### config.mk
export PLATFORM = sky130hd
export DESIGN_NAME = stage_sequencer_flat
export DESIGN_NICKNAME = d
export VERILOG_FILES = /design/src/rtl/game_flow_pkg.sv /design/src/rtl/stage_sequencer_if.sv /design/src/rtl/stage_sequencer_ticker.sv /design/src/rtl/stage_sequencer.sv /design/src/flat_wrapper.sv
export SDC_FILE = /design/constraint.sdc
export NUM_CORES = 1
export LEC_CHECK = 0
export CAP_MARGIN = 10
export CORE_ASPECT_RATIO = 0.5
export CORE_MARGIN = 2
export CORE_UTILIZATION = 50
export DETAILED_ROUTE_END_ITERATION = 12
export GPL_TIMING_DRIVEN = 0
export PLACE_DENSITY = 0.7
export SYNTH_ARGS = -nofsm -noshare
export SYNTH_HDL_FRONTEND = slang
export SYNTH_SLANG_ARGS = --single-unit
### constraint.sdc
create_clock -name clk -period 5 [get_ports clk]
set_clock_uncertainty 0.05 [all_clocks]
set_input_delay 1.5 -clock clk [delete_from_list [all_inputs] [get_ports clk]]
set_output_delay 1.5 -clock clk [all_outputs]
set_load 0.01 [all_outputs]
### src/rtl/game_flow_pkg.sv
// game_flow_pkg: shared types and defaults for the game-flow sequencer.
//   stage_t             - top-level game-flow state encoding
//   DEFAULT_CLK_FREQ_HZ - default clock rate, one oneSecPulse per this many clks
// Optional feature macro used by the files importing this package: PAUSE_EN.
package game_flow_pkg;

    typedef enum logic [2:0] {
        TITLE       = 3'd0,
        PLAY        = 3'd1,
        RESULT_OK   = 3'd2,
        RESULT_FAIL = 3'd3,
        GAME_WON    = 3'd4
    } stage_t;

    localparam int DEFAULT_CLK_FREQ_HZ = 25_000_000;

endpackage

### src/rtl/stage_sequencer_if.sv
// stage_sequencer_if: bundle between the sequencer, its key inputs and the level stage.
// Parameter MAX_LEVEL sizes levelIndex ($clog2(MAX_LEVEL+1) bits).
// Signals:
//   startKey, pauseKey      in  debounced keys, level-sensitive (rising edge used)
//   stageEnded              in  1-clk pulse from level stage
//   stageFailed             in  verdict, qualified by stageEnded
//   lastLevelEnded          in  final level done, qualified by stageEnded
//   levelEnable             out high only in PLAY; rising edge reloads the level
//   cycleLevel              out 1-clk pulse on entering PLAY
//   oneSecPulse             out 1-clk pulse every CLK_FREQ_HZ clks
//   titleEnable/resultEnable/resultWin  screen selects
//   levelIndex              out current level
//   paused                  out pause flag
// Handshake: no valid/ready pairs here; stageEnded is a single-cycle strobe that
// qualifies stageFailed/lastLevelEnded, and every output is a registered level
// except cycleLevel/oneSecPulse, which are registered single-cycle strobes.
// Macro PAUSE_EN adds pauseKey and paused.
interface stage_sequencer_if #(
    parameter int MAX_LEVEL = 1
);
    localparam int LW = $clog2(MAX_LEVEL + 1);

    logic          startKey;
    logic          stageEnded;
    logic          stageFailed;
    logic          lastLevelEnded;
    logic          levelEnable;
    logic          cycleLevel;
    logic          oneSecPulse;
    logic          titleEnable;
    logic          resultEnable;
    logic          resultWin;
    logic [LW-1:0] levelIndex;

`ifdef PAUSE_EN
    logic          pauseKey;
    logic          paused;

    modport master (
        input  startKey, stageEnded, stageFailed, lastLevelEnded, pauseKey,
        output levelEnable, cycleLevel, oneSecPulse, titleEnable,
               resultEnable, resultWin, levelIndex, paused
    );
    modport slave (
        output startKey, stageEnded, stageFailed, lastLevelEnded, pauseKey,
        input  levelEnable, cycleLevel, oneSecPulse, titleEnable,
               resultEnable, resultWin, levelIndex, paused
    );
`else
    modport master (
        input  startKey, stageEnded, stageFailed, lastLevelEnded,
        output levelEnable, cycleLevel, oneSecPulse, titleEnable,
               resultEnable, resultWin, levelIndex
    );
    modport slave (
        output startKey, stageEnded, stageFailed, lastLevelEnded,
        input  levelEnable, cycleLevel, oneSecPulse, titleEnable,
               resultEnable, resultWin, levelIndex
    );
`endif

endinterface

### src/rtl/stage_sequencer_ticker.sv
// one_sec_ticker: free-running 0..CLK_FREQ_HZ-1 counter with a registered pulse.
// Ports:
//   clk, resetN  clock, async active-low reset
//   clear        restart the count at 0 (state entry); suppresses the pulse
//   hold         freeze the count and suppress the pulse
//   pulse        registered, high for the cycle the count has wrapped to 0
//   wrap         combinational: the count wraps on the coming edge (ignores clear,
//                so a consumer may use it to decide on a clear without a loop)
module one_sec_ticker
    import game_flow_pkg::*;
#(
    parameter int CLK_FREQ_HZ = DEFAULT_CLK_FREQ_HZ
) (
    input  logic clk,
    input  logic resetN,
    input  logic clear,
    input  logic hold,
    output logic pulse,
    output logic wrap
);
    localparam int CW = (CLK_FREQ_HZ > 1) ? $clog2(CLK_FREQ_HZ) : 1;
    localparam logic [CW-1:0] LAST = CW'(CLK_FREQ_HZ - 1);

    logic [CW-1:0] count_q, count_d;
    logic          pulse_q;

    always_comb begin
        wrap    = !hold && (count_q == LAST);
        count_d = count_q;
        if (clear) begin
            count_d = '0;
        end else if (!hold) begin
            count_d = (count_q == LAST) ? '0 : count_q + CW'(1);
        end
    end

    always_ff @(posedge clk or negedge resetN) begin
        if (!resetN) begin
            count_q <= '0;
            pulse_q <= 1'b0;
        end else begin
            count_q <= count_d;
            pulse_q <= wrap && !clear;
        end
    end

    assign pulse = pulse_q;

endmodule

### src/rtl/stage_sequencer.sv
// stage_sequencer: game-flow FSM upstream of the level stage.
// TITLE -> PLAY -> RESULT_OK / RESULT_FAIL / GAME_WON -> next level or TITLE.
// Ports:
//   clk, resetN   clock, async active-low reset
//   bus           stage_sequencer_if.master (keys, level-stage status, screen outputs)
//   state_dbg_o   current FSM state
// Parameters: CLK_FREQ_HZ, MAX_LEVEL, RESULT_HOLD_S (>= 1).
// Macro PAUSE_EN: pauseKey toggles a pause in PLAY that freezes the second counter.
// All outputs are registered from the next state, so they change on the same
// edge the state register does.
module stage_sequencer
    import game_flow_pkg::*;
#(
    parameter int CLK_FREQ_HZ   = DEFAULT_CLK_FREQ_HZ,
    parameter int MAX_LEVEL     = 1,
    parameter int RESULT_HOLD_S = 3
) (
    input  logic             clk,
    input  logic             resetN,
    stage_sequencer_if.master bus,
    output stage_t           state_dbg_o
);
    localparam int LW = $clog2(MAX_LEVEL + 1);
    localparam int HW = $clog2(RESULT_HOLD_S + 1);
    localparam logic [LW-1:0] LAST_LEVEL = LW'(MAX_LEVEL - 1);
    localparam logic [HW-1:0] HOLD_LAST  = HW'(RESULT_HOLD_S - 1);
    localparam logic [HW-1:0] HOLD_MAX   = HW'(RESULT_HOLD_S);

    stage_t        state_q, state_d;
    logic          start_prev_q;
    logic [HW-1:0] hold_cnt_q, hold_cnt_d;
    logic [LW-1:0] level_q, level_d;
    logic          level_en_q, level_en_d;
    logic          cycle_q, cycle_d;
    logic          title_q, title_d;
    logic          result_q, result_d;
    logic          win_q, win_d;

    logic start_rise, entering, timeout, in_hold_state;
    logic tick_wrap, tick_pulse, tick_hold;

    // Previous key value resets high so a key held through reset never starts a game.
    assign start_rise = bus.startKey && !start_prev_q;
    assign in_hold_state = (state_q == RESULT_OK) || (state_q == RESULT_FAIL);
    // Timeout fires on the wrap that would bring holdCnt to RESULT_HOLD_S.
    assign timeout = tick_wrap && (hold_cnt_q == HOLD_LAST);
    assign entering = (state_d != state_q);

`ifdef PAUSE_EN
    logic pause_prev_q, paused_q, paused_d;
    logic pause_rise;

    assign pause_rise = bus.pauseKey && !pause_prev_q;
    assign tick_hold  = paused_q;

    always_comb begin
        paused_d = paused_q;
        if (state_d != PLAY) begin
            paused_d = 1'b0;
        end else if (state_q == PLAY && pause_rise) begin
            paused_d = !paused_q;
        end
    end

    always_ff @(posedge clk or negedge resetN) begin
        if (!resetN) begin
            pause_prev_q <= 1'b1;
            paused_q     <= 1'b0;
        end else begin
            pause_prev_q <= bus.pauseKey;
            paused_q     <= paused_d;
        end
    end

    assign bus.paused = paused_q;
`else
    assign tick_hold = 1'b0;
`endif

    one_sec_ticker #(
        .CLK_FREQ_HZ(CLK_FREQ_HZ)
    ) u_ticker (
        .clk    (clk),
        .resetN (resetN),
        .clear  (entering),
        .hold   (tick_hold),
        .pulse  (tick_pulse),
        .wrap   (tick_wrap)
    );

    // State register
    always_ff @(posedge clk or negedge resetN) begin
        if (!resetN) begin
            state_q <= TITLE;
        end else begin
            state_q <= state_d;
        end
    end

    // Next-state logic; in PLAY startKey is simply not looked at, so stageEnded wins.
    always_comb begin
        state_d = state_q;
        case (state_q)
            TITLE: begin
                if (start_rise) state_d = PLAY;
            end
            PLAY: begin
                if (bus.stageEnded) begin
                    if (bus.stageFailed) begin
                        state_d = RESULT_FAIL;
                    end else if (bus.lastLevelEnded || level_q == LAST_LEVEL) begin
                        state_d = GAME_WON;
                    end else begin
                        state_d = RESULT_OK;
                    end
                end
            end
            RESULT_OK: begin
                if (timeout || start_rise) state_d = PLAY;
            end
            RESULT_FAIL: begin
                if (timeout || start_rise) state_d = TITLE;
            end
            GAME_WON: begin
                if (start_rise) state_d = TITLE;
            end
            default: state_d = TITLE;
        endcase
    end

    // Output logic, computed from the next state and registered below.
    always_comb begin
        level_en_d = (state_d == PLAY);
        cycle_d    = entering && (state_d == PLAY);
        title_d    = (state_d == TITLE);
        result_d   = (state_d == RESULT_OK) || (state_d == RESULT_FAIL) ||
                     (state_d == GAME_WON);
        win_d      = (state_d == RESULT_OK) || (state_d == GAME_WON);
    end

    // Datapath: hold counter and level index.
    always_comb begin
        hold_cnt_d = hold_cnt_q;
        if (entering) begin
            hold_cnt_d = '0;
        end else if (in_hold_state && tick_wrap && hold_cnt_q != HOLD_MAX) begin
            hold_cnt_d = hold_cnt_q + HW'(1);
        end

        level_d = level_q;
        if (entering && state_d == TITLE) begin
            level_d = '0;
        end else if (entering && state_d == PLAY) begin
            if (state_q == RESULT_OK) begin
                level_d = (level_q == LAST_LEVEL) ? level_q : level_q + LW'(1);
            end else begin
                level_d = '0;
            end
        end
    end

    always_ff @(posedge clk or negedge resetN) begin
        if (!resetN) begin
            start_prev_q <= 1'b1;
            hold_cnt_q   <= '0;
            level_q      <= '0;
            level_en_q   <= 1'b0;
            cycle_q      <= 1'b0;
            title_q      <= 1'b1;
            result_q     <= 1'b0;
            win_q        <= 1'b0;
        end else begin
            start_prev_q <= bus.startKey;
            hold_cnt_q   <= hold_cnt_d;
            level_q      <= level_d;
            level_en_q   <= level_en_d;
            cycle_q      <= cycle_d;
            title_q      <= title_d;
            result_q     <= result_d;
            win_q        <= win_d;
        end
    end

    assign bus.levelEnable  = level_en_q;
    assign bus.cycleLevel   = cycle_q;
    assign bus.oneSecPulse  = tick_pulse;
    assign bus.titleEnable  = title_q;
    assign bus.resultEnable = result_q;
    assign bus.resultWin    = win_q;
    assign bus.levelIndex   = level_q;
    assign state_dbg_o      = state_q;

endmodule

### src/flat_wrapper.sv
// flat-port wrapper written by rule: the top's interface ports become plain ports
module stage_sequencer_flat import game_flow_pkg::*;
#(
    parameter int CLK_FREQ_HZ   = DEFAULT_CLK_FREQ_HZ,
    parameter int MAX_LEVEL     = 1,
    parameter int RESULT_HOLD_S = 3
)
  (clk, resetN, state_dbg_o, bus_startKey, bus_stageEnded, bus_stageFailed, bus_lastLevelEnded, bus_levelEnable, bus_cycleLevel, bus_oneSecPulse, bus_titleEnable, bus_resultEnable, bus_resultWin, bus_levelIndex);
  stage_sequencer_if #(.MAX_LEVEL(MAX_LEVEL)) bus_i ();
  input  logic clk;
  input  logic resetN;
  output stage_t state_dbg_o;
  input wire logic [$bits(bus_i.startKey)-1:0] bus_startKey;
  input wire logic [$bits(bus_i.stageEnded)-1:0] bus_stageEnded;
  input wire logic [$bits(bus_i.stageFailed)-1:0] bus_stageFailed;
  input wire logic [$bits(bus_i.lastLevelEnded)-1:0] bus_lastLevelEnded;
  output wire logic [$bits(bus_i.levelEnable)-1:0] bus_levelEnable;
  output wire logic [$bits(bus_i.cycleLevel)-1:0] bus_cycleLevel;
  output wire logic [$bits(bus_i.oneSecPulse)-1:0] bus_oneSecPulse;
  output wire logic [$bits(bus_i.titleEnable)-1:0] bus_titleEnable;
  output wire logic [$bits(bus_i.resultEnable)-1:0] bus_resultEnable;
  output wire logic [$bits(bus_i.resultWin)-1:0] bus_resultWin;
  output wire logic [$bits(bus_i.levelIndex)-1:0] bus_levelIndex;
  assign bus_i.startKey = bus_startKey;
  assign bus_i.stageEnded = bus_stageEnded;
  assign bus_i.stageFailed = bus_stageFailed;
  assign bus_i.lastLevelEnded = bus_lastLevelEnded;
  assign bus_levelEnable = bus_i.levelEnable;
  assign bus_cycleLevel = bus_i.cycleLevel;
  assign bus_oneSecPulse = bus_i.oneSecPulse;
  assign bus_titleEnable = bus_i.titleEnable;
  assign bus_resultEnable = bus_i.resultEnable;
  assign bus_resultWin = bus_i.resultWin;
  assign bus_levelIndex = bus_i.levelIndex;
  stage_sequencer #(.CLK_FREQ_HZ(CLK_FREQ_HZ), .MAX_LEVEL(MAX_LEVEL), .RESULT_HOLD_S(RESULT_HOLD_S)) u_core (.clk(clk), .resetN(resetN), .bus(bus_i), .state_dbg_o(state_dbg_o));
endmodule
# Yosys cells after proc, flatten, opt, wreduce, memory -nomap -nowiden
# Cells that the tools add are included.
[totals]
regBits = 38
inputBits = 6
output_inout_bits = 10
wordCells = 62
[classes]
add_sub_neg = 3
n_eq_ne = 12
n_mux = 16
bitwise_logic = 1
reduce_logical = 19
[ops]
columns = ["cell", "n"]
rows = [
  ["$mux W25", 2],
  ["$add A25 B1 Y25 const B", 1],
  ["$eq A25 B25 Y1 const B", 1],
  ["$mux W3", 7],
  ["$pmux W3 S5", 1],
  ["$eq A3 B2 Y1 const B", 4],
  ["$logic_and A1 B1 Y1", 7],
  ["$eq A3 B1 Y1 const B", 2],
  ["$eq A3 B3 Y1 const B", 2],
  ["$logic_not A3 Y1", 2],
  ["$logic_or A1 B1 Y1", 6],
  ["$mux W1", 4],
  ["$mux W2", 2],
  ["$reduce_bool A2 Y1", 2],
  ["$ne A3 B3 Y1", 1],
  ["$add A2 B1 Y2 const B", 1],
  ["$eq A2 B2 Y1 const B", 1],
  ["$logic_not A1 Y1", 2],
  ["$ne A2 B2 Y1 const B", 1],
  ["$add A1 B1 Y1 const B", 1],
  ["$not A1 Y1", 1],
]

# Logic depth before layout (Yosys ltp)
[depth]
ltp_word = 10
depth_mapped = 7
mapped_depth_nobuf = 6

# Hierarchy
# A second synthesis with hierarchy kept.
[unflattened]
cells_unflattened = 210
hier_area_um2 = 2000.7
[modules_own_cells]
columns = ["module", "n_inst", "cells_each", "area_per_inst_um2", "seq_area_each_um2"]
rows = [
  ["one_sec_ticker", 1, 158, 1457.6, 650.6],
  ["stage_sequencer", 1, 52, 543.0, 277.8],
]

# Least setup slack after synthesis
# Ideal clock, no wire load.
[synth_timing]
path_kind = "input to register"
from = "input port bus_stageEnded"
to = "register u_core.u_ticker.count_q[19]"
setup_ns = 0.071
t_arrival_ns = 2.501
t_required_ns = 4.879
path_slack_ns = 2.378
path_stages = 6
path_buffers = 1
path_cell_list = "nor3b_1 a21oi_1 o21ai_0 nand2_1 buf_4 nor2_1"
[synth_via]
elab_chain_len = 4
[synth_rtl]
columns = ["element", "line", "source"]
rows = [
  ["start: declaration", "flat_wrapper.sv:14", "input wire logic [$bits(bus_i.stageEnded)-1:0] bus_stageEnded;"],
  ["$mux W3", "stage_sequencer.sv:108", "if (bus.stageEnded) begin"],
  ["$pmux W3 S5", "stage_sequencer.sv:103", "case (state_q)"],
  ["$ne A3 B3 Y1", "stage_sequencer.sv:47", "assign entering = (state_d != state_q);"],
  ["$mux W25", "stage_sequencer_ticker.sv:30", "if (clear) begin"],
  ["net u_core.u_ticker.count_d[19]", "stage_sequencer_ticker.sv:24", "logic [CW-1:0] count_q, count_d;"],
  ["end signal: assignment", "stage_sequencer_ticker.sv:42", "count_q <= count_d;"],
  ["end: declaration", "stage_sequencer_ticker.sv:24", ""],
]
# The timed path passes the listed nets, and every way through them passes these cells.
# A chain may end at the register's enable or synchronous reset.

# Worst setup path after layout
[layout_timing]
from = "input port bus_stageEnded"
to = "register u_core.u_ticker.count_q[21]"
# The elaborated chain is that of the path after synthesis.

==> out/results.ini <==
[outcome]
status=finished, final reports clean

[critical_path]
path_class=in2reg
max_stage_delay_ps=450
critPathArrivalTime_ps=3360
crit_slowest_cell=clkdlybuf4s50_1
worst-path-stages=7
crit_start=bus_stageEnded
critPathTopFamily=simple AND/OR/NAND/NOR gates
crit_buf_inv=2
rr_endpoint=u_core.u_ticker.count_q[15]$_DFF_PN0_
r2r-start=u_core.u_ticker.count_q[7]$_DFF_PN0_
rrSetupSlack_ps=2710
required_ps=5150
crit_chain=clkdlybuf4s50_1 > nor3b_1 > a21oi_1 > o21ai_0 > nand2_1 > buf_4 > nor2_1
end_kind=register
crit_end=u_core.u_ticker.count_q[21]$_DFF_PN0_
critPathMaxFanout=10
start_kind=primary input
worstRegToRegCells=6

[timing]
setup_viol=0
post-route-min-period_ps=3210
timing.fmax_ghz=0.312
relSlewSlack_pct=46.1
fin_crit_sh_pct=64.2
hold_viol=0
drv_slew=0
worst_pin_slew_ps=809
setup_tns_ps=0
rsz0062_at_grt=no

[clocking]
cts_hold_buf=0
cts_buffer_depth=2
cts_tree=done
clock-sinks=37
post_cts_buffers=0
htreeDepth=2
ctsResizeCount=0
cts_root_buf=clkbuf_8
numCtsBuffers=5
clk_pin_slew_ps=60
clock_latency_ps=270

[routing]
via_count=1394
drc=0
wl_per_cell_um=13.2
first_pass_iters=4
antenna_left=0
drt_wl_total_um=3510
initialDrtViolationCount=89
viasPerCell=5.24

[place]
portBuffers=13
dp_hpwl_um=2460
gp_congestion=0.851

[synthesis]
synthArstFlopShare_pct=100
postSynthAreaPerCell_um2=9.89
ys_seq_area_share_pct=48.1
syn_area_um2=1930
synth-seq-cells=37
synthFlopType=dfrtp_1
synth.distinct_cells=43
syn_inst=195
synth_fp_nets=204
synth_edf_count=0
synth_warnings=0

[die]
core_area_um2=3570
die_x_um=91.9
num_rows=15
initial_core_util_pct=54.1
die_h_um=47.9
die-area_um2=4400
io_pins=16

[global_routing]
grt_use_total_pct=18.4
grt_max_degree=38
grt_pass1_vias=1222
grt_first_pass_wirelength_um=6020
antenna_found_initial=0
globalRouteOverflowTotal=0

[power]
p_leak_nw=0.888
ir_drop_v=0.000167
power.density_nw_per_um2=393

[layout]
layout-drive-gt1-share_pct=11.6
seq_area_um2=928
diodes=0
layout_common_cells=nor2_1 (35), dfrtp_1 (35), xnor2_1 (20)
post-route-util_pct=61.8
final_nets=224
area_growth_pct=14.3
nFillCells=303
multiInputGateArea_um2=928

[min_path]
hp-class=reg2reg

[run]
cap_viol_max_count=0

-- Yosys cell counts (2+ instances only) --
cell	count	area [um2]
nor3_1	7	35.0
inv_1	7	26.3
nor2_2	2	12.5
a21oi_1	3	15.0
o21ai_0	2	10.0
dfstp_2	2	52.6
nand4_1	7	43.8
clkbuf_1	2	7.51
xor2_1	4	35.0
nor4_1	5	31.3
nand2_1	9	33.8
and3_1	2	12.5
and4_1	3	26.3
nand3_1	12	60.1
ha_1	3	37.5
nor4_4	2	42.5
dfrtp_1	35	876
nor2_1	35	131
xnor2_1	20	175
nand2b_1	2	12.5
buf_4	3	22.5
nor2b_1	6	37.5
nand4b_1	2	17.5
-- final cells by class --
| class | instances | share of cell area, % |
|---|---|---|
| Timing Repair Buffer | 13 | 5.68 |
| Clock buffer | 7 | 3.92 |
| Sequential cell | 37 | 42.1 |
| Multi-Input combinational cell | 144 | 42.1 |
| Tap cell | 51 | 2.89 |
| Inverter | 7 | 1.19 |
| Buffer | 7 | 2.10 |
-- report_power, final --
group | switching [mW] | internal [mW] | leakage [nW] | total, mW
registers | 0.0279 | 0.341 | 0.501 | 0.369
logic | 0.167 | 0.129 | 0.343 | 0.296
clock network | 0.0934 | 0.109 | 0.0443 | 0.203
total | 0.288 | 0.579 | 0.888 | 0.867
-- logic make-up (layout without fill, tap and decap cells) --
group / count (synthesis) / count (layout) / synth area share [%]
xor gates and xnor gates: 24 / 24 / 10.9
buffers and inverters: 14 / 34 / 3.76
other: 1 / 1 / 0.194
muxes: 1 / 1 / 0.519
DFF: 37 / 37 / 48.1
AOI/OAI and AO/OA: 11 / 11 / 4.41
and+or+nand+nor: 104 / 104 / 30.2
adders and majority gates: 3 / 3 / 1.95
-- through the flow --
stage                     cells  setup WS [ps]  total power, mW  area, um2  hold slack, ps
after floorplan             195           2380            0.566       1930             421
after global placement      259           1570            0.669       2120             451
after detailed placement    259           1550            0.673       2120             457
after CTS                   266           1820            0.881       2200             467
after global routing        266           1590            0.934       2200             504
final                       266           1790            0.867       2200             462
-- worst min-delay path by stage --
stage                                                    start                                   end  slack, ps  cells after the start
after floorplan           u_core.u_ticker.count_q[0]$_DFF_PN0_  u_core.u_ticker.count_q[0]$_DFF_PN0_        420                      1
after global placement    u_core.u_ticker.count_q[0]$_DFF_PN0_  u_core.u_ticker.count_q[0]$_DFF_PN0_        450                      1
after detailed placement  u_core.u_ticker.count_q[0]$_DFF_PN0_  u_core.u_ticker.count_q[0]$_DFF_PN0_        460                      1
after CTS                 u_core.u_ticker.count_q[0]$_DFF_PN0_  u_core.u_ticker.count_q[0]$_DFF_PN0_        470                      1
after global routing      u_core.u_ticker.count_q[0]$_DFF_PN0_  u_core.u_ticker.count_q[0]$_DFF_PN0_        500                      1
final                     u_core.u_ticker.count_q[0]$_DFF_PN0_  u_core.u_ticker.count_q[0]$_DFF_PN0_        460                      1
-- layer usage --
metal  part of all wire [%]  GRT usage (%)  vias to the layer above
met2                     44           28.8                       27
met1                     51           25.0                      663
met4                   0.71           6.27                        0
li1                       -              -                      702
met3                    4.8           5.83                        2
met5                      0              0                        -
-- flip-flops by register name, summed over array words and instances (netlist names) --
| name | count |
|---|---|
| u_core.u_ticker.count_q | 25 |
| u_core.state_dbg_o | 3 |
| u_core.hold_cnt_q | 2 |
| u_core.bus.cycleLevel | 1 |
| u_core.bus.levelEnable | 1 |
| u_core.bus.resultEnable | 1 |
| u_core.bus.resultWin | 1 |
| u_core.bus.titleEnable | 1 |
| u_core.start_prev_q | 1 |
| u_core.u_ticker.pulse | 1 |
Note: power is estimated with default switching activity, not from simulation.
